<file path="src/rtl/lsu_mem_port_if.sv">
// Core-side request/response and memory data-port signals of the load/store unit.
// slave = the LSU itself, master = the core plus memory environment that drives it.
interface lsu_mem_port_if #(
  parameter int ADDR_W = 32
);
  logic              req_valid;
  logic              req_ready;
  logic              req_we;
  logic [2:0]        req_funct3;
  logic [ADDR_W-1:0] req_addr;
  logic [31:0]       req_wdata;
  logic              rsp_valid;
  logic [31:0]       rsp_rdata;
  logic              rsp_err;
  logic              mem_we;
  logic [3:0]        mem_wmask;
  logic [ADDR_W-1:0] mem_addr;
  logic [31:0]       mem_wdata;
  logic [31:0]       mem_rdata;

  modport slave (
    input  req_valid, req_we, req_funct3, req_addr, req_wdata, mem_rdata,
    output req_ready, rsp_valid, rsp_rdata, rsp_err,
           mem_we, mem_wmask, mem_addr, mem_wdata
  );

  modport master (
    output req_valid, req_we, req_funct3, req_addr, req_wdata, mem_rdata,
    input  req_ready, rsp_valid, rsp_rdata, rsp_err,
           mem_we, mem_wmask, mem_addr, mem_wdata
  );
endinterface

</file>
<file path="src/rtl/lsu_mem_port.sv">
// RV32 load/store to word-memory adapter: lane masks, store shifting, load extension.
// Latency 2 cycles (3 if split via LSU_MISALIGN_SPLIT_EN, 1 on error); req_ready low while busy.
module lsu_mem_port #(
  parameter int ADDR_W = 32
) (
  input  logic           clk,
  input  logic           rst_n,
  lsu_mem_port_if.slave  bus
);

`ifdef LSU_MISALIGN_SPLIT_EN
  typedef enum logic [1:0] {IDLE = 2'd0, ACC0 = 2'd1, ACC1 = 2'd2, RESP = 2'd3} state_e;
`else
  typedef enum logic [1:0] {IDLE = 2'd0, ACC0 = 2'd1, RESP = 2'd3} state_e;
`endif

  state_e            state_q, state_d;
  logic              we_q, we_d;
  logic [2:0]        funct3_q, funct3_d;
  logic [ADDR_W-1:0] addr_q, addr_d;
  logic [31:0]       wdata_q, wdata_d;
  logic [31:0]       rsp_rdata_q, rsp_rdata_d;
  logic              rsp_err_q, rsp_err_d;
`ifdef LSU_MISALIGN_SPLIT_EN
  logic [31:0]       lo_q, lo_d;
  logic              cross_q, cross_d;
`endif
  logic [ADDR_W-1:0] word0;
  logic              req_cross;

  function automatic logic [3:0] size_mask(input logic [1:0] sz);
    case (sz)
      2'b00:   size_mask = 4'b0001;
      2'b01:   size_mask = 4'b0011;
      2'b10:   size_mask = 4'b1111;
      default: size_mask = 4'b0000;
    endcase
  endfunction

  // hi selects the second-word nibble of the 8-lane mask
  function automatic logic [3:0] lane_mask(input logic [1:0] sz, input logic [1:0] off,
                                           input logic hi);
    logic [7:0] m;
    m = {4'b0000, size_mask(sz)} << off;
    lane_mask = hi ? m[7:4] : m[3:0];
  endfunction

  function automatic logic [31:0] lane_data(input logic [31:0] d, input logic [1:0] off,
                                            input logic hi);
    logic [63:0] s;
    s = {32'd0, d} << {off, 3'b000};
    lane_data = hi ? s[63:32] : s[31:0];
  endfunction

  function automatic logic [31:0] extract(input logic [63:0] d, input logic [1:0] off,
                                          input logic [2:0] f3);
    logic [31:0] s;
    s = 32'(d >> {off, 3'b000});
    case (f3)
      3'b000:  extract = {{24{s[7]}}, s[7:0]};
      3'b001:  extract = {{16{s[15]}}, s[15:0]};
      3'b100:  extract = {24'd0, s[7:0]};
      3'b101:  extract = {16'd0, s[15:0]};
      default: extract = s;
    endcase
  endfunction

  function automatic logic illegal(input logic [2:0] f3, input logic we);
    illegal = (f3 == 3'b011) || (f3 == 3'b110) || (f3 == 3'b111) ||
              (f3[2] && we);
  endfunction

  assign word0     = {addr_q[ADDR_W-1:2], 2'b00};
  assign req_cross = |lane_mask(bus.req_funct3[1:0], bus.req_addr[1:0], 1'b1);

  always_comb begin
    state_d        = state_q;
    we_d           = we_q;
    funct3_d       = funct3_q;
    addr_d         = addr_q;
    wdata_d        = wdata_q;
    rsp_rdata_d    = rsp_rdata_q;
    rsp_err_d      = rsp_err_q;
`ifdef LSU_MISALIGN_SPLIT_EN
    lo_d           = lo_q;
    cross_d        = cross_q;
`endif
    bus.req_ready  = 1'b0;
    bus.rsp_valid  = 1'b0;
    bus.mem_we     = 1'b0;
    bus.mem_wmask  = 4'b0000;
    bus.mem_addr   = '0;
    bus.mem_wdata  = 32'd0;
    case (state_q)
      IDLE: begin
        bus.req_ready = 1'b1;
        if (bus.req_valid) begin
          we_d     = bus.req_we;
          funct3_d = bus.req_funct3;
          addr_d   = bus.req_addr;
          wdata_d  = bus.req_wdata;
          if (illegal(bus.req_funct3, bus.req_we)) begin
            rsp_err_d   = 1'b1;
            rsp_rdata_d = 32'd0;
            state_d     = RESP;
          end else begin
`ifdef LSU_MISALIGN_SPLIT_EN
            cross_d = req_cross;
            state_d = ACC0;
`else
            // without the split path a word-crossing access is rejected untouched
            if (req_cross) begin
              rsp_err_d   = 1'b1;
              rsp_rdata_d = 32'd0;
              state_d     = RESP;
            end else begin
              state_d = ACC0;
            end
`endif
          end
        end
      end
      ACC0: begin
        bus.mem_addr = word0;
        if (we_q) begin
          bus.mem_we    = 1'b1;
          bus.mem_wmask = lane_mask(funct3_q[1:0], addr_q[1:0], 1'b0);
          bus.mem_wdata = lane_data(wdata_q, addr_q[1:0], 1'b0);
        end
`ifdef LSU_MISALIGN_SPLIT_EN
        lo_d = bus.mem_rdata;
        if (cross_q) begin
          state_d = ACC1;
        end else
`endif
        begin
          rsp_err_d   = 1'b0;
          rsp_rdata_d = we_q ? 32'd0 : extract({32'd0, bus.mem_rdata}, addr_q[1:0], funct3_q);
          state_d     = RESP;
        end
      end
`ifdef LSU_MISALIGN_SPLIT_EN
      ACC1: begin
        bus.mem_addr = word0 + ADDR_W'(4);
        if (we_q) begin
          bus.mem_we    = 1'b1;
          bus.mem_wmask = lane_mask(funct3_q[1:0], addr_q[1:0], 1'b1);
          bus.mem_wdata = lane_data(wdata_q, addr_q[1:0], 1'b1);
        end
        rsp_err_d   = 1'b0;
        rsp_rdata_d = we_q ? 32'd0 : extract({bus.mem_rdata, lo_q}, addr_q[1:0], funct3_q);
        state_d     = RESP;
      end
`endif
      RESP: begin
        bus.rsp_valid = 1'b1;
        state_d       = IDLE;
      end
      default: state_d = IDLE;
    endcase
  end

  always_ff @(posedge clk or negedge rst_n) begin
    if (!rst_n) begin
      state_q     <= IDLE;
      we_q        <= 1'b0;
      funct3_q    <= 3'd0;
      addr_q      <= '0;
      wdata_q     <= 32'd0;
      rsp_rdata_q <= 32'd0;
      rsp_err_q   <= 1'b0;
`ifdef LSU_MISALIGN_SPLIT_EN
      lo_q        <= 32'd0;
      cross_q     <= 1'b0;
`endif
    end else begin
      state_q     <= state_d;
      we_q        <= we_d;
      funct3_q    <= funct3_d;
      addr_q      <= addr_d;
      wdata_q     <= wdata_d;
      rsp_rdata_q <= rsp_rdata_d;
      rsp_err_q   <= rsp_err_d;
`ifdef LSU_MISALIGN_SPLIT_EN
      lo_q        <= lo_d;
      cross_q     <= cross_d;
`endif
    end
  end

  assign bus.rsp_rdata = rsp_rdata_q;
  assign bus.rsp_err   = rsp_err_q;

endmodule

</file>
<file path="src/flat_wrapper.sv">
// flat-port wrapper written by rule: the top's interface ports become plain ports
module lsu_mem_port_flat 
#(
  parameter int ADDR_W = 32
)
  (clk, rst_n, bus_req_valid, bus_req_we, bus_req_funct3, bus_req_addr, bus_req_wdata, bus_mem_rdata, bus_req_ready, bus_rsp_valid, bus_rsp_rdata, bus_rsp_err, bus_mem_we, bus_mem_wmask, bus_mem_addr, bus_mem_wdata);
  lsu_mem_port_if #(.ADDR_W(ADDR_W)) bus_i ();
  input  logic clk;
  input  logic rst_n;
  input wire logic [$bits(bus_i.req_valid)-1:0] bus_req_valid;
  input wire logic [$bits(bus_i.req_we)-1:0] bus_req_we;
  input wire logic [$bits(bus_i.req_funct3)-1:0] bus_req_funct3;
  input wire logic [$bits(bus_i.req_addr)-1:0] bus_req_addr;
  input wire logic [$bits(bus_i.req_wdata)-1:0] bus_req_wdata;
  input wire logic [$bits(bus_i.mem_rdata)-1:0] bus_mem_rdata;
  output wire logic [$bits(bus_i.req_ready)-1:0] bus_req_ready;
  output wire logic [$bits(bus_i.rsp_valid)-1:0] bus_rsp_valid;
  output wire logic [$bits(bus_i.rsp_rdata)-1:0] bus_rsp_rdata;
  output wire logic [$bits(bus_i.rsp_err)-1:0] bus_rsp_err;
  output wire logic [$bits(bus_i.mem_we)-1:0] bus_mem_we;
  output wire logic [$bits(bus_i.mem_wmask)-1:0] bus_mem_wmask;
  output wire logic [$bits(bus_i.mem_addr)-1:0] bus_mem_addr;
  output wire logic [$bits(bus_i.mem_wdata)-1:0] bus_mem_wdata;
  assign bus_i.req_valid = bus_req_valid;
  assign bus_i.req_we = bus_req_we;
  assign bus_i.req_funct3 = bus_req_funct3;
  assign bus_i.req_addr = bus_req_addr;
  assign bus_i.req_wdata = bus_req_wdata;
  assign bus_i.mem_rdata = bus_mem_rdata;
  assign bus_req_ready = bus_i.req_ready;
  assign bus_rsp_valid = bus_i.rsp_valid;
  assign bus_rsp_rdata = bus_i.rsp_rdata;
  assign bus_rsp_err = bus_i.rsp_err;
  assign bus_mem_we = bus_i.mem_we;
  assign bus_mem_wmask = bus_i.mem_wmask;
  assign bus_mem_addr = bus_i.mem_addr;
  assign bus_mem_wdata = bus_i.mem_wdata;
  lsu_mem_port #(.ADDR_W(ADDR_W)) u_core (.clk(clk), .rst_n(rst_n), .bus(bus_i));
endmodule
</file>
<file path="config.mk">
export PLATFORM = sky130hd
export DESIGN_NAME = lsu_mem_port_flat
export DESIGN_NICKNAME = d
export VERILOG_FILES = /design/src/rtl/lsu_mem_port_if.sv /design/src/rtl/lsu_mem_port.sv /design/src/flat_wrapper.sv
export SDC_FILE = /design/constraint.sdc
export NUM_CORES = 1
export LEC_CHECK = 0
export ABC_AREA = 1
export CAP_MARGIN = 20
export CORE_MARGIN = 5
export CORE_UTILIZATION = 49
export DETAILED_ROUTE_END_ITERATION = 10
export PLACE_DENSITY = 0.87
export SKIP_CTS_REPAIR_TIMING = 1
export SLEW_MARGIN = 40
export SYNTH_ARGS = -nofsm -noshare
export SYNTH_HDL_FRONTEND = slang
export SYNTH_SLANG_ARGS = --single-unit
export TNS_END_PERCENT = 5
</file>
<file path="constraint.sdc">
create_clock -name clk -period 3.2 [get_ports clk]
set_input_delay 0.32 -clock clk [delete_from_list [all_inputs] [get_ports clk]]
set_output_delay 0.32 -clock clk [all_outputs]
set_load 0.1 [all_outputs]
</file>
* After elaboration in Yosys (flattened, before gate mapping)
Cells that the tools add are included.
Operators by class: equality and inequality tests 14, shift-type cells 4, multiplexer cells 27, reductions and logical operators 12
Operator list (number):
- $mux 32 | 7
- $pmux 32 s4 | 1
- $pmux 32 s2 | 1
- $shl 32x5->32 | 1
- $shr 32x5->32 | 1
- $pmux 4 s3 | 2
- $mux 4 | 4
- $eq 3x3->1 const B | 4
- $shl 4x2->8 | 1
- $mux 1 | 7
- $eq 2x1->1 const B | 3
- $eq 2x2->1 const B | 3
- $logic_not 2->1 | 3
- $mux 2 | 3
- $pmux 2 s2 | 1
- $reduce_or 4->1 | 1
- $shl 4x2->4 | 1
- $eq 3x1->1 const B | 1
- $eq 3x2->1 const B | 1
- $logic_not 3->1 | 1
- $logic_or 1x1->1 | 3
- $ne 3x1->1 const B | 1
- $reduce_and 3->1 | 1
- $ne 2x2->1 const B | 1
- 4 further kinds | 4
Word-level totals: bits in registers 103, bits of input ports 103, output and inout port bits 104, word-level logic and storage cells 64

* Longest topological paths before layout
depth after elaboration 8, depth in mapped cells 10, gate-level depth less buffers 9

* Worst setup path before layout
OpenSTA, ideal clock, no wires.
kind register -> output, start reg u_core.addr_q[0], end out bus_mem_wdata[0], data arrival time 2.979 ns, data required time 2.880 ns, slack -0.099 ns, cell stages (with the launch flop) 5, path buffers 3, cells stage by stage dfrtp_1 > buf_4 > buf_4 > buf_2 > nor3_1
On the way: longest elaborated chain between the ends 3
Ends and longest elaborated chain:
- start, declared | line lsu_mem_port.sv:20 | logic [ADDR_W-1:0] addr_q, addr_d;
- start signal, assigned | line lsu_mem_port.sv:180 | addr_q <= addr_d;
- $shl 32x5->32 | line lsu_mem_port.sv:51 | s = {32'd0, d} << {off, 3'b000};
- $mux 32 | line lsu_mem_port.sv:125 | if (we_q) begin
- $mux 32 | line lsu_mem_port.sv:94 | case (state_q)
- end, declared | line flat_wrapper.sv:23 | output wire logic [$bits(bus_i.mem_wdata)-1:0] bus_mem_wdata;
No other way between the ends.

* Worst setup path after layout
start reg u_core.state_q[0], end out bus_mem_wdata[6]
On the way: longest elaborated chain between the ends 2
Ends and longest elaborated chain:
- start, declared | line lsu_mem_port.sv:17 | state_e state_q, state_d;
- start signal, assigned | line lsu_mem_port.sv:177 | state_q <= state_d;
- $eq 2x1->1 | line lsu_mem_port.sv:94
- $mux 32 | line lsu_mem_port.sv:94
No other way between the ends.

==> results.json <==
{
  "status": "completed",
  "rows": 39,
  "synth.avg_cell_area_um2": 7.09,
  "drtIter0Drc": 467,
  "finalSetupViolCount": 0,
  "die_h_um": 117,
  "fp.coreArea_um2": 11300,
  "fin_skew_ns": 0.00479,
  "timing.final.max_slew_violations": 0,
  "die_area_um2": 13700,
  "initial_core_util_pct": 49.5,
  "r2r_setup_slack_ns": 1.00,
  "grt_pass1_vias": 5437,
  "crit_fanout": 20,
  "fmax_mhz": 363,
  "final_cell_mix": "352 x nand2_1, 102 x dfrtp_1, 101 x clkdlybuf4s50_1",
  "numCtsBuffers": 9,
  "yosys_warnings": 0,
  "maxCapViolCount": 0,
  "clockRootBuffer": "clkbuf_16",
  "min_period_over_period_pct": 86.0,
  "finish.net_count": 1074,
  "cts.clk_slew.worst_paths_ns": 0.07,
  "clkLatencyLatePin_ns": 0.34,
  "postLayoutCoreUtil_pct": 70.9,
  "drive_gt1_share_pct": 14.6,
  "relSlewSlack_pct": 55.5,
  "dp_hpwl_mm": 12.6,
  "port_buffers": 204,
  "r2r.worst_path.cells": 8,
  "leakage_nw": 4.02,
  "report.final.hold_viol_count": 0,
  "grt_overflow": 0,
  "diodes": 0,
  "clockBufferDepth": 2,
  "first_pass_iters": 5,
  "setup_tns_ns": 0,
  "ys_seq_area_share_pct": 46.0,
  "via_count": 5675,
  "r2r_start": "u_core.addr_q[1]",
  "area_growth_pct": 43.3,
  "ios": 207,
  "crit_start": "u_core.state_q[0]",
  "worstMarginPinSlew_ns": 0.668,
  "h-tree-depth": 3,
  "grtUsageTotal_pct": 25.7,
  "crit_path_end_kind": "primary output",
  "grt_max_degree": 67,
  "cp_data_arrival_time_ns": 2.43,
  "rsz0062_at_grt": "false",
  "vias_per_cell": 5.10,
  "start_kind": "flip-flop",
  "hp-class": "in -> async",
  "grt_pass1_wl_mm": 27.4,
  "critical_path_required_ns": 2.88,
  "clock_sinks": 103,
  "period_needed_ns": 2.75,
  "final_common_cell": "nand2_1",
  "post_synth_num_cell_types": 27,
  "wl_per_cell_um": 15.5,
  "synth_cells": 790,
  "n_fill_cell": 892,
  "wirelength_mm": 17.3,
  "path_class": "reg -> out",
  "cts_tree": "yes",
  "powerDensity_nw_per_um2": 1200,
  "vdd_drop_max_mv": 0.938,
  "syn-cell-area_um2": 5600,
  "gp_congestion": 0.856,
  "ys_ff_latch": 103,
  "drc": 0,
  "die-width_um": 117,
  "antenna_found_initial": 0,
  "ant_nets": 0,
  "rr_endpoint": "u_core.bus.rsp_rdata[22]"
}
==> state kept, by name, indices dropped and copies added, names as in the netlist <==
name,flops
u_core.bus.rsp_err,1
u_core.addr_q,32
u_core.funct3_q,3
u_core.wdata_q,32
u_core.we_q,1
u_core.bus.rsp_rdata,32
u_core.state_q,2
==> critical path, cell delays in order (launching register included) <==
cell and delay (ns):
dfrtp_1 0.49, nand2_2 0.12, nor2_4 0.40, nand2_2 0.38, nor3_1 0.46, buf_12 0.24
==> layer usage <==
metal	up-vias	GRT usage (%)	share of wire [%]
li1	2810	-	-
met1	2615	31.3	40
met2	222	42.8	48
met3	28	9.05	10
met4	0	8.41	2.5
met5	-	0	0
==> through the flow <==
step / std cells / hold slack (ns) / worst slack (ns) / total power, mW / area, µm²
final: 1112 / 0.00522 / 0.448 / 9.66 / 8030
after global routing: 1112 / 0.0568 / 0.283 / 10.3 / 8030
after CTS: 1112 / 0.0266 / 0.434 / 9.71 / 8030
after detailed placement: 1096 / 0.397 / 0.858 / 8.55 / 7720
after global placement: 1096 / 0.379 / 0.918 / 8.56 / 7890
after floorplan: 791 / 0.0244 / -0.0993 / 7.06 / 5610
==> cells by family (layout without fill, tap and decap cells) <==
group / count (synthesis) / count (layout) / synth area share [%]
other cells: 1 / 2 / 0.0669
fa+ha+maj: 7 / 7 / 1.56
buf+inv: 106 / 284 / 8.93
compound gates: 112 / 112 / 10.7
simple gates: 461 / 461 / 32.7
flops: 103 / 103 / 46.0
==> worst max-delay path by stage <==
stage | end | depth (start not counted)
2_1_floorplan | bus_mem_wdata[0] | 4
3_3_place_gp | bus_mem_wdata[27] | 6
3_5_place_dp | bus_mem_wdata[6] | 5
4_1_cts | bus_mem_wdata[6] | 5
5_1_grt | bus_mem_wdata[6] | 5
6_report | bus_mem_wdata[6] | 5
==> synthesized netlist by cell type <==
cell type  count  area, µm²
a21oi_1       18       90.1
nor3_1         9       45.0
clkbuf_1      15       56.3
buf_6          6       67.6
inv_1         50        188
o211ai_1       8       60.1
nand3_2        3       30.0
ha_1           7       87.6
nand3_4        1       17.5
nor2_4         1       11.3
conb_1         1       3.75
nand3b_1       1       7.51
nor2_1        61        229
nand2_1      352       1320
a31oi_1       16        100
buf_4          8       60.1
buf_1          1       3.75
o21ai_0       69        345
nand3_1       28        140
or2_1          1       6.26
buf_2         22        110
clkinv_1       1       3.75
nand2_2        3       18.8
inv_2          3       11.3
nor2_2         1       6.26
o21ai_1        1       5.00
dfrtp_1      103       2580
==> layout make-up <==
| class | count | area [µm²] | share of cell area [%] |
|---|---|---|---|
| flip-flops and latches | 103 | 2580 | 32.1 |
| multi-input cells | 582 | 2530 | 31.6 |
| repair buffers | 214 | 2230 | 27.7 |
| clock buffers | 11 | 243 | 3.02 |
| inverters | 54 | 203 | 2.52 |
| well taps | 143 | 179 | 2.23 |
| clock inverters | 5 | 65.1 | 0.810 |
==> report_power, final <==
group,switching [mW],leakage [nW],internal [mW]
combinational,4.89,2.56,1.50
clock,0.498,0.151,0.637
sequential,0.282,1.30,1.86
Power figures use the tool's default switching activity.
